File: src/rtl/ofmap_writer_layer_3.sv
// Output-feature-map writer: accepts PE results in (ch, x, y) loop order and
// streams them to the output buffer through a single-entry write register.
module ofmap_writer_layer_3 #(
  parameter int DATA_W = 16,
  parameter int Y_MAX  = 29,
  parameter int X_MAX  = 29,
  parameter int CH_MAX = 63,
  parameter int ADDR_W = 16
) (
  input  logic              clk,
  input  logic              rst,
  input  logic              start,
  input  logic              in_valid,
  input  logic [DATA_W-1:0] in_data,
  output logic              in_ready,
  input  logic              mem_ready,
  output logic              wr_en,
  output logic [ADDR_W-1:0] wr_addr,
  output logic [DATA_W-1:0] wr_data,
  output logic [4:0]        y,
  output logic [4:0]        x,
  output logic [5:0]        ch,
  output logic              busy,
  output logic              done
);

  localparam logic [4:0] Y_LAST  = 5'(Y_MAX);
  localparam logic [4:0] X_LAST  = 5'(X_MAX);
  localparam logic [5:0] CH_LAST = 6'(CH_MAX);

  typedef enum logic [1:0] {IDLE, RUN, FLUSH, DONE} state_t;

  state_t            state, state_nxt;
  logic [ADDR_W-1:0] addr_cnt;
  logic              xfer;
  logic              retire;
  logic              y_last, x_last, ch_last;

  assign xfer    = in_valid && in_ready;
  assign retire  = wr_en && mem_ready;
  assign y_last  = (y == Y_LAST);
  assign x_last  = (x == X_LAST);
  assign ch_last = (ch == CH_LAST);

  always_comb begin
    state_nxt = state;
    in_ready  = 1'b0;
    busy      = 1'b0;
    done      = 1'b0;
    case (state)
      IDLE: begin
        if (start) state_nxt = RUN;
      end
      RUN: begin
        busy     = 1'b1;
        // The output register can take a new word when empty or draining now.
        in_ready = !wr_en || mem_ready;
        if (in_valid && in_ready && y_last && x_last && ch_last)
          state_nxt = FLUSH;
      end
      FLUSH: begin
        busy = 1'b1;
        if (retire) state_nxt = DONE;
      end
      DONE: begin
        done      = 1'b1;
        state_nxt = IDLE;
      end
      default: state_nxt = IDLE;
    endcase
  end

  always_ff @(posedge clk or negedge rst) begin
    if (!rst) state <= IDLE;
    else      state <= state_nxt;
  end

  // Index/address stage: the linear address simply counts transfers because
  // y is the innermost loop, so no multiplier is needed.
  always_ff @(posedge clk or negedge rst) begin
    if (!rst) begin
      y        <= '0;
      x        <= '0;
      ch       <= '0;
      addr_cnt <= '0;
    end else if (state == IDLE && start) begin
      y        <= '0;
      x        <= '0;
      ch       <= '0;
      addr_cnt <= '0;
    end else if (xfer) begin
      addr_cnt <= addr_cnt + ADDR_W'(1);
      if (y_last) begin
        y <= '0;
        if (x_last) begin
          x  <= '0;
          ch <= ch_last ? 6'd0 : ch + 6'd1;
        end else begin
          x <= x + 5'd1;
        end
      end else begin
        y <= y + 5'd1;
      end
    end
  end

  // Write register stage: a transfer always refills it, even while draining.
  always_ff @(posedge clk or negedge rst) begin
    if (!rst) begin
      wr_en   <= 1'b0;
      wr_addr <= '0;
      wr_data <= '0;
    end else if (xfer) begin
      wr_en   <= 1'b1;
      wr_addr <= addr_cnt;
      wr_data <= in_data;
    end else if (retire) begin
      wr_en <= 1'b0;
    end
  end

endmodule

File: config.mk
export PLATFORM = sky130hd
export DESIGN_NAME = ofmap_writer_layer_3
export DESIGN_NICKNAME = d
export VERILOG_FILES = /design/src/rtl/ofmap_writer_layer_3.sv
export SDC_FILE = /design/constraint.sdc
export NUM_CORES = 1
export LEC_CHECK = 0
export BUFFER_PORTS_ARGS = -buffer_cell sky130_fd_sc_hd__buf_2
export CAP_MARGIN = 25
export CELL_PAD_IN_SITES_DETAIL_PLACEMENT = 2
export CELL_PAD_IN_SITES_GLOBAL_PLACEMENT = 2
export CORE_UTILIZATION = 34
export CTS_BUF_LIST = sky130_fd_sc_hd__clkbuf_16
export CTS_CLUSTER_DIAMETER = 60
export DETAILED_ROUTE_END_ITERATION = 10
export HOLD_SLACK_MARGIN = 0.08
export PLACE_DENSITY = 0.93
export SLEW_MARGIN = 20
export SYNTH_ARGS = -nofsm -noshare
export SYNTH_HDL_FRONTEND = slang
export SYNTH_SLANG_ARGS = --single-unit
export TNS_END_PERCENT = 50
File: constraint.sdc
create_clock -name clk -period 5.7 [get_ports clk]
set_input_delay 0.57 -clock clk [delete_from_list [all_inputs] [get_ports clk]]
set_output_delay 0.57 -clock clk [all_outputs]
set_load 0.005 [all_outputs]
* Word-level counts from Yosys, hierarchy flattened *
Index checks and enable logic that the tools add are counted.

word-level totals
  register bits after elaboration = 67

cells by class
  reductions and logical operators = 18
  add/sub/neg operators = 4
  eq/ne operators = 9
  muxes and demuxes = 23

operators by type and width
  kind                                            count
  two-way mux 5 bit                               7
  two-way mux 16 bit                              2
  two-way mux 6 bit                               5
  adder 16 x 1 -> 16 bit (second input constant)  1
  adder 5 x 1 -> 5 bit (second input constant)    2
  == test 5 bit (second input constant)           2
  case mux 2 bit (4 select lines)                 1
  nonzero test 2 bit                              4
  logical AND 1 bit                               7
  adder 6 x 1 -> 6 bit (second input constant)    1
  == test 6 bit (second input constant)           1
  two-way mux 2 bit                               3
  inequality test 2 bit (second input constant)   3
  AND reduction 3 bit                             2
  two-way mux 1 bit                               5
  == test 2 bit (second input constant)           2
  == test 2 x 1 -> 1 bit (second input constant)  1
  zero test 2 bit                                 1
  AND reduction 2 bit                             1
  OR reduction 2 bit                              1
  zero test 1 bit                                 1
  logical OR 1 bit                                1

* Logic depth before layout (Yosys ltp) *
Gate-level depths: netlist of the first run.

  depth after elaboration = 8
  mapped depth = 8
  mapped depth without buffers = 6

* Least setup slack after synthesis of the first run *
Ideal clock, no wire load.

  kind = reg2reg
  start = register state[1]
  end = register addr_cnt[15]
  setup slack = 3.661 ns
  buffers on the path = 0
  library setup time = 0.078 ns
  arrival = 1.961 ns
  required time = 5.622 ns
  stages on the path, launching flop included = 7
  cell sequence = dfrtp_1 -> inv_1 -> ha_1 -> nand2_1 -> or4_4 -> or4_1 -> a21oi_1

on the way
  longest elaborated chain between the ends = 4
  elaborated cells between the ends (all ways) = 7
  those cells by class = 1 x eq/ne; 2 x mux; 4 x reduce/logical

ends and longest elaborated chain
  item                                 line  RTL
  start, declared                      33    state_t state, state_nxt;
  start signal, assigned               75    else state <= state_nxt;
  == test 2 x 1 -> 1 bit               50    case (state)
  two-way mux 1 bit                    50
  logical AND 1 bit                    39    assign xfer = in_valid && in_ready;
  nonzero test 2 bit (no source line)  -
  end signal, assigned                 92    addr_cnt <= addr_cnt + ADDR_W'(1);
  end, declared                        34    logic [ADDR_W-1:0] addr_cnt;

Several ways; a longest one is shown, not always the timed one.
A chain may end at the register's enable or synchronous reset.

* Worst setup path after layout of the first run *
Same ends and word-level chain as after synthesis.

==> results.ini, run 1 <==
[synth]
synthXorXnorAreaFrac = 0.0166
synth_edf_count = 0
synth_compound_gate_area_share = 0.101
synth-simple-area-share = 0.268
post_synth_mux_area_share = 0.00672
synth-main-ff-cell = dfrtp_1
ys_ff_latch = 67
share_of_synthesized_cell_area_in_full_adder_half_adder_and_majority_cells = 0.0435
synth_area_um2 = 3170
synth.yosys.seq_area_share = 0.529
syn_nets = 380
syn-instance-count = 348
synth_cell_types = 37
synth_area_per_cell_um2 = 9.10
postSynth.asyncResetShare = 1.00
yosysWarnings = 0
dominant_combinational_cell_family_by_area_after_synthesis = simple AND/OR/NAND/NOR gates

[layout]
layout.filler_cells = 980
num_antenna_cells = 0
multi_input_area_um2 = 1390
finish.instance_area_um2 = 3970
post_route_cells_drive_above_1_share = 0.231
regArea_um2 = 1680
layoutNonFillerInstCount = 533
count_of_nets_after_finishing = 452
area_delta_synth_final_pct = 25.2

[clocking]
clk_latency_ns = 0.33
cts_max_level = 3
cts-hold-fix-buffers = 0
cts_sinks = 67
tritoncts.num_buffers = 9
clock_tree_from_tritoncts = yes
cts-root-buf = clkbuf_16
post_cts.resized_instances = 0
clk_transition_reported_paths_ns = 0.06
ctsLongestPathBuffers = 2
cts.repair_timing.setup_buffer_count = 0

[global_routing]
globalRoute.busiestLayer = met2
first_global_vias = 3131
grtUsageMet2 = 0.375
global_route.usage.total = 0.211
grt_first_pass_wirelength_um = 16000
global_route.overflow_total = 0
antenna_found_initial = 0
maximum_number_of_pins_on_one_net_before_global_route_repair = 68
grt_util_met1 = 0.253
grt_use_met3 = 0.0333

[floorplanning]
fp.dieArea_um2 = 9700
placementRows = 34
floorplan.initialDensity = 0.358
design.core.area_um2 = 8850
io_pins = 73
floorplan.die.height_um = 98.5
floorplan.die.width_um = 98.5

[status]
outcome = complete, but fails checks
failed_checks = DRC

[setup_path]
crit_path_start_kind = flip-flop
rr_startpoint = state[1]
critical_path.max_fanout = 12
worstSetupPathType = flip-flop to flip-flop
setup.worst_path.start = state[1]
cp.required_ns = 5.96
worst-endpoint-arrival_ns = 2.65
crit_path_end_kind = flip-flop

[sta]
final.setup.tns_ns = 0
count_of_final_hold_check_violations = 0
grt_setup_unrepaired = no
worst_skew_ns = 0.00358
setup_viol = 0
max_clock_freq_ghz = 0.418
worstMarginPinSlew_ns = 0.879
final_number_of_max_transition_violations = 0
timing.max_slew.rel_slack = 0.414
final_period_minus_worst_setup_slack_ns = 2.39
min_period_over_period = 0.420

[placement]
routabilityCongestion = 0.784
port-buffer-count = 72
placed_cell_area_um2 = 3620
place_inst = 517
detailed_place_hpwl_um = 6230

[flow_run]
max-cap-violations = 0

[routing]
route.vias.total = 2850
initialDrtViolationCount = 53
route.detailed.vias_per_inst = 5.35
drtPass1Iterations = 7
wirelength_um = 9500
final_antenna_net_count = 0
routedWlPerCell_um = 17.8
drc = 3

[power_and_ir_drop]
p_comb_frac = 0.156
power.switching_fraction = 0.290
pwr-share-seq = 0.418
power.leakage_nw = 2.01
p_int_mw = 1.07
power.clock.fraction = 0.426
power-per-cell-area_nw_per_um2 = 382
total_switching_power_mw = 0.439
max-vdd-ir-drop_uv = 151

[min_path]
min_path_type = input port to flip-flop
worst_hold_startpoint = in_data[10]

layer usage:
metal	routed length, um	vias to the layer above
li1	-	1330
met1	4080	1454
met2	4940	49
met3	260	17
met4	218	0
met5	0	-
sequential cells by signal, summed over array words and instances, names as in the netlist:
register	flops
addr_cnt	16
ch	6
state	2
wr_addr	16
wr_data	16
wr_en	1
x	5
y	5
final timing paths:
kind / end / slack, ns / depth (start not counted)
hold / removal: wr_data[10] / 0.42 / 3
setup / recovery: addr_cnt[15] / 3.31 / 6
hold reg to reg: wr_addr[14] / 0.47 / 2
setup reg to reg: addr_cnt[15] / 3.31 / 6
max in group asynchronous: addr_cnt[2] / 4.69 / 2
min in group asynchronous: wr_addr[9] / 0.44 / 2
worst max-delay path: stages, from the launching register on:
cell and delay, ns:
dfrtp_1 0.41, inv_1 0.12, ha_1 0.22, nand2_1 0.25, or4_4 0.67, or4_1 0.49, a21oi_1 0.15
synth_stat cells (2+ instances only):
cell | instances | area share
nand2_1 | 118 | 0.14
dfrtp_1 | 67 | 0.53
a21oi_1 | 23 | 0.036
nor2_1 | 15 | 0.018
clkbuf_1 | 12 | 0.014
nand3_1 | 12 | 0.019
ha_1 | 11 | 0.043
o21ai_0 | 11 | 0.017
or3_1 | 11 | 0.022
inv_1 | 10 | 0.012
nand4_1 | 7 | 0.014
o31ai_1 | 5 | 0.012
or4_1 | 5 | 0.012
xnor2_1 | 5 | 0.014
and4_1 | 4 | 0.011
a41oi_1 | 3 | 0.0083
nor4_1 | 3 | 0.0059
a311oi_1 | 2 | 0.0055
and2_1 | 2 | 0.0040
buf_6 | 2 | 0.0071
nand2b_1 | 2 | 0.0040
nor3_1 | 2 | 0.0032
nor4b_1 | 2 | 0.0055
layout by cell type (no fill, tap or decap), types with 2 or more instances in the layout:
master	netlist	layout
nand2_1	118	118
clkinv_4	0	2
or3_1	11	11
nand2b_1	2	2
nand3_1	12	12
or4_1	5	5
buf_4	0	4
bufinv_16	0	3
nor4_1	3	3
xnor2_1	5	5
dfrtp_1	67	67
nor4b_1	2	2
nand4_1	7	7
nor2_1	15	13
clkbuf_16	0	9
inv_1	10	10
a21oi_1	23	23
nor2_2	0	2
nor3_1	2	2
ha_1	11	11
a311oi_1	2	2
a41oi_1	3	3
o31ai_1	5	5
buf_2	0	72
and2_1	2	2
o21ai_0	11	11
and4_1	4	4
per-stage QoR:
stage / power [mW] / worst slack (ns) / util / hold slack (ns)
6_report: 1.51 / 3.31 / 0.448 / 0.424
5_1_grt: 1.59 / 3.12 / 0.448 / 0.437
3_5_place_dp: 0.873 / 3.31 / 0.410 / 0.462
4_1_cts: 1.53 / 3.27 / 0.448 / 0.422
2_1_floorplan: 0.742 / 3.66 / - / 0.274
3_3_place_gp: 0.849 / 3.42 / 0.410 / 0.454
power by group through the flow:
stage	Clock [mW]	Combinational, mW	Sequential [mW]
global placement	0	0.220	0.629
global route	0.672	0.269	0.647
finish	0.645	0.235	0.633
detailed placement	0	0.235	0.637
floorplan	0	0.122	0.620
CTS	0.652	0.244	0.634
kinds of logic after synthesis:
kind of cell | Yosys count
AOI/OAI and AO/OA | 51
xor gates and xnor gates | 6
adders and majority gates | 11
buffers and inverters | 25
DFF | 67
muxes | 2
and+or+nand+nor | 186
cell type report:
class | count | area share
clock buffer | 9 | 0.0568
clock inverter | 7 | 0.0293
inverter | 10 | 0.00946
multi-input combinational | 256 | 0.349
sequential | 67 | 0.423
tap | 108 | 0.0341
timing repair buffer | 76 | 0.0984
Power figures use the tool's default switching activity.
==> run 2, diff against run 1 <==
--- a/config.mk
+++ b/config.mk
@@ -9,12 +9,12 @@
 export CAP_MARGIN = 25
 export CELL_PAD_IN_SITES_DETAIL_PLACEMENT = 2
 export CELL_PAD_IN_SITES_GLOBAL_PLACEMENT = 2
-export CORE_UTILIZATION = 34
+export CORE_UTILIZATION = 32
 export CTS_BUF_LIST = sky130_fd_sc_hd__clkbuf_16
 export CTS_CLUSTER_DIAMETER = 60
 export DETAILED_ROUTE_END_ITERATION = 10
 export HOLD_SLACK_MARGIN = 0.08
-export PLACE_DENSITY = 0.93
+export PLACE_DENSITY = 0.89
 export SLEW_MARGIN = 20
 export SYNTH_ARGS = -nofsm -noshare
 export SYNTH_HDL_FRONTEND = slang
==> constraint.sdc (replaced) <==
create_clock -name clk -period 2.49 [get_ports clk]
set_input_delay 0.249 -clock clk [delete_from_list [all_inputs] [get_ports clk]]
set_output_delay 0.249 -clock clk [all_outputs]
set_load 0.005 [all_outputs]
==> results.ini, run 2 (synthesis results as in run 1) <==
[global_routing]
global_route.overflow_total = 0
grt_first_pass_wirelength_um = 16300
first_global_vias = 3082
maximum_number_of_pins_on_one_net_before_global_route_repair = 32
global_route.usage.total = 0.212
antenna_found_initial = 0

[clocking]
ctsLongestPathBuffers = 2
clock_tree_from_tritoncts = yes
cts-root-buf = clkbuf_16
cts_sinks = 67
tritoncts.num_buffers = 9
clk_latency_ns = 0.34
clk_transition_reported_paths_ns = 0.06
cts_max_level = 3
post_cts.resized_instances = 0

[status]
outcome = finished, final reports clean

[sta]
final.setup.tns_ns = 0
timing.max_slew.rel_slack = 0.593
final_number_of_max_transition_violations = 0
count_of_final_hold_check_violations = 0
grt_setup_unrepaired = no
min_period_over_period = 0.913
setup_viol = 0
max_clock_freq_ghz = 0.440
final_period_minus_worst_setup_slack_ns = 2.27
worstMarginPinSlew_ns = 0.611
worst_skew_ns = 0.00730

[setup_path]
critical_path.max_fanout = 12
cp.required_ns = 2.75
worstSetupPathType = flip-flop to flip-flop
setup.worst_path.start = state[1]
worst-endpoint-arrival_ns = 2.53
crit_chain = inv_1 > ha_1 > nand2_1 > or4_4 > or4_1 > a21oi_1
critPathCapture = addr_cnt[15]
crit-reg2reg-capture = addr_cnt[15]
rr_startpoint = state[1]
worst-r2r-cell-count = 6
slack_of_the_worst_reg_to_reg_path_ns = 0.22
crit_path_end_kind = flip-flop
critical-path-max-stage-delay_ns = 0.61
timing.critical_path.slowest_stage_cell = or4_4
crit_path_start_kind = flip-flop

[min_path]
min_path_type = input port to flip-flop
hold_depth = 3
worst_hold_startpoint = in_data[8]

[routing]
drtPass1Iterations = 4
route.vias.total = 2831
wirelength_um = 10100
routedWlPerCell_um = 18.0
initialDrtViolationCount = 59
final_antenna_net_count = 0
route.detailed.vias_per_inst = 5.05
drc = 0

[placement]
port-buffer-count = 72
place_inst = 544
detailed_place_hpwl_um = 6930
routabilityCongestion = 0.829

[power_and_ir_drop]
power.leakage_nw = 2.04
max-vdd-ir-drop_uv = 324
power-per-cell-area_nw_per_um2 = 837

[layout]
mostFrequentLayoutCell = nand2_1
count_of_nets_after_finishing = 459
layoutNonFillerInstCount = 561
area_delta_synth_final_pct = 27.1
num_antenna_cells = 0
layout.cells.most_common_list = nand2_1, buf_2, dfrtp_1, a21oi_1, nor2_1
post_route_cells_drive_above_1_share = 0.241
share_of_the_core_filled_with_cells = 0.428
reg.largest.list = addr_cnt x16, wr_addr x16, wr_data x16

[floorplanning]
io_pins = 73
floorplan.die.width_um = 101
placementRows = 35
design.core.area_um2 = 9420
floorplan.die.height_um = 101
floorplan.initialDensity = 0.336
fp.dieArea_um2 = 10300

[flow_run]
max-cap-violations = 0

[run 2: cell types whose count changed in the layout (fill, tap and decap cells not counted), sizes merged]
cell and delta:
buf +6, bufinv -1, clkinv -1, clkinvlp +1, dlygate4sd3 +1, inv +1
[run 2: worst max-delay path: cells and delay by family, from the launching register on]
kind	cells	cell delay (ns)
simple gates	3	1.23
fa+ha+maj	1	0.24
flops	1	0.43
compound gates	1	0.16
buf+inv	1	0.13
[run 2: metal layers]
metal	share of wire	GRT usage
met1	0.43	0.250
met3	0.023	0.0421
met2	0.53	0.383
met5	0	0
met4	0.017	0.0780
[run 2: how the worst min path moves through the flow]
| stage | end |
|---|---|
| floorplan | addr_cnt[0] |
| global placement | wr_addr[11] |
| global route | wr_data[8] |
| detailed placement | wr_addr[11] |
| CTS | wr_data[8] |
| finish | wr_data[8] |
[run 2: stage by stage]
stage	worst slack [ns]	hold WS, ns	power (mW)	cell area (um2)
4_1_cts	0.179	0.0959	3.41	4030
3_5_place_dp	0.309	0.295	2.00	3700
5_1_grt	0.0764	0.111	3.54	4030
6_report	0.216	0.103	3.37	4030
2_1_floorplan	0.451	-0.0466	1.70	3170
3_3_place_gp	0.421	0.296	1.94	3700
[run 2: cell type report]
type | instances | area, um2
Clock buffer | 9 | 225
Multi-Input combinational cell | 256 | 1390
Timing Repair Buffer | 83 | 445
Clock inverter | 7 | 93.8
Inverter | 10 | 37.5
Sequential cell | 67 | 1680
Tap cell | 129 | 161
Fill cell | 1053 | 5390
[run 2: power by group]
group / total, mW / internal (mW) / switching (mW)
Sequential: 1.44 / 1.25 / 0.194
Clock: 1.37 / 0.874 / 0.493
Combinational: 0.558 / 0.239 / 0.319
Total: 3.37 / 2.36 / 1.01
[run 2: timing repair]
action | in CTS | in global routing
setup buffers | 0 | 0
hold endpoints to repair | 24 | 0
hold buffers | 1 | 0
==> run 3, diff against run 2 <==
==> constraint.sdc (replaced) <==
create_clock -name clk -period 2.11 [get_ports clk]
set_input_delay 0.1055 -clock clk [delete_from_list [all_inputs] [get_ports clk]]
set_output_delay 0.1055 -clock clk [all_outputs]
set_load 0.005 [all_outputs]
==> results.ini, run 3 (synthesis results as in run 1) <==
[status]
outcome = finished, final reports clean

[layout]
num_antenna_cells = 0
share_of_the_core_filled_with_cells = 0.460
area_delta_synth_final_pct = 36.6
mostFrequentLayoutCell = nand2_1
count_of_nets_after_finishing = 489
reg.largest.list = addr_cnt x16, wr_addr x16, wr_data x16
layout.cells.most_common_list = nand2_1, buf_2, dfrtp_1, a21oi_1, buf_4
layoutNonFillerInstCount = 591
post_route_cells_drive_above_1_share = 0.264

[setup_path]
cp.required_ns = 2.33
worst-endpoint-arrival_ns = 2.32
worstSetupPathType = flip-flop to flip-flop
crit_path_start_kind = flip-flop
critical-path-max-stage-delay_ns = 0.42
timing.critical_path.slowest_stage_cell = dfrtp_1
cp.buffers_inverters = 2
crit_chain = buf_4 > buf_4 > ha_1 > o21a_1 > o41ai_4 > mux2_2
critical_path.max_fanout = 3
crit_path_end_kind = flip-flop
critical-path-top-delay-family = compound AO/OA/AOI/OAI gates
cp_common_cell = buf_4

[sta]
max_clock_freq_ghz = 0.476
hold_slack_ns = 0.257
final_number_of_max_transition_violations = 0
final.setup.tns_ns = 0
worstMarginPinSlew_ns = 0.612
worst_skew_ns = 0.00956
final_period_minus_worst_setup_slack_ns = 2.10
timing.max_slew.rel_slack = 0.586
count_of_final_hold_check_violations = 0
min_period_over_period = 0.996
setup_viol = 0

[global_routing]
global_route.overflow_total = 0
global_route.usage.total = 0.246
antenna_found_initial = 0
grt_first_pass_wirelength_um = 18900
first_global_vias = 3446
maximum_number_of_pins_on_one_net_before_global_route_repair = 68

[routing]
drtPass1Iterations = 4
final_antenna_net_count = 0
route.vias.total = 3059
drc = 0
routedWlPerCell_um = 19.6
route.detailed.vias_per_inst = 5.18
initialDrtViolationCount = 128
wirelength_um = 11600

[power_and_ir_drop]
power.switching_fraction = 0.307
p_int_mw = 2.71
power.leakage_nw = 2.19
p_comb_frac = 0.192
total_switching_power_mw = 1.20
max-vdd-ir-drop_uv = 466
power-per-cell-area_nw_per_um2 = 905
post-layout-total-power_mw = 3.92
power.clock.fraction = 0.378
pwr-share-seq = 0.430

[clocking]
tritoncts.num_buffers = 9
cts_sinks = 67
cts_max_level = 3
clk_transition_reported_paths_ns = 0.06
cts-root-buf = clkbuf_16
ctsLongestPathBuffers = 2
clock_tree_from_tritoncts = yes
clk_latency_ns = 0.33

[placement]
routabilityCongestion = 0.817
detailed_place_hpwl_um = 6840
port-buffer-count = 72
place_inst = 554

[floorplanning]
design.core.area_um2 = 9420
io_pins = 73
floorplan.die.height_um = 101
fp.dieArea_um2 = 10300
placementRows = 35
floorplan.initialDensity = 0.336
floorplan.die.width_um = 101

[flow_run]
max-cap-violations = 0

[min_path]
min_path_type = input port to flip-flop

run 3: tightest hold or removal path, stage by stage:
cell     delay (ns)
buf_2          0.12
nand2_1        0.15
o31ai_1        0.13
a21oi_1        0.05
run 3: stage by stage:
| step | cell area (um2) | setup WS, ns |
|---|---|---|
| 2_1_floorplan | 3170 | 0.0713 |
| 5_1_grt | 4330 | -0.00633 |
| 3_3_place_gp | 3810 | 0.0756 |
| 3_5_place_dp | 3810 | -0.0165 |
| 6_report | 4330 | 0.00775 |
| 4_1_cts | 4290 | 0.0305 |
run 3: worst paths after layout:
check | from | end | slack, ns | cells after the start
setup / recovery | state[1] | state[1] | 0.008 | 6
max in group asynchronous | rst | addr_cnt[3] | 1.47 | 3
setup reg to reg | state[1] | state[1] | 0.008 | 6
hold / removal | start | ch[5] | 0.26 | 4
hold reg to reg | wr_addr[6] | wr_addr[6] | 0.47 | 2
min in group asynchronous | rst | wr_addr[9] | 0.33 | 3
run 3: layout make-up:
cell class / instances / area [um2]
clock buffers: 9 / 225
clock inverters: 7 / 60.1
fillers: 1035 / 5090
inverters: 10 / 37.5
multi-input cells: 256 / 1420
flip-flops and latches: 67 / 1680
well taps: 129 / 161
repair buffers: 113 / 748
run 3: repair_timing:
item | CTS | global route
setup endpoints to repair | 8 | 9
pin swaps | 1 | 2
hold endpoints to repair | 83 | 0
hold buffers | 17 | 0
buffers inserted | 2 | 2
gates resized for setup | 3 | 4
run 3: power groups by stage:
stage	Combinational, mW	Clock, mW	Sequential [mW]
after detailed placement	0.697	0	1.69
after global routing	0.849	1.57	1.71
after floorplan	0.329	0	1.67
final	0.753	1.48	1.68
after CTS	0.746	1.50	1.67
after global placement	0.657	0	1.67
run 3: layer usage:
| layer | track usage | up-vias | share of wire |
|---|---|---|---|
| li1 | - | 1422 | - |
| met1 | 0.284 | 1529 | 0.40 |
| met2 | 0.444 | 80 | 0.54 |
| met3 | 0.0469 | 28 | 0.033 |
| met4 | 0.109 | 0 | 0.034 |
| met5 | 0 | - | 0 |
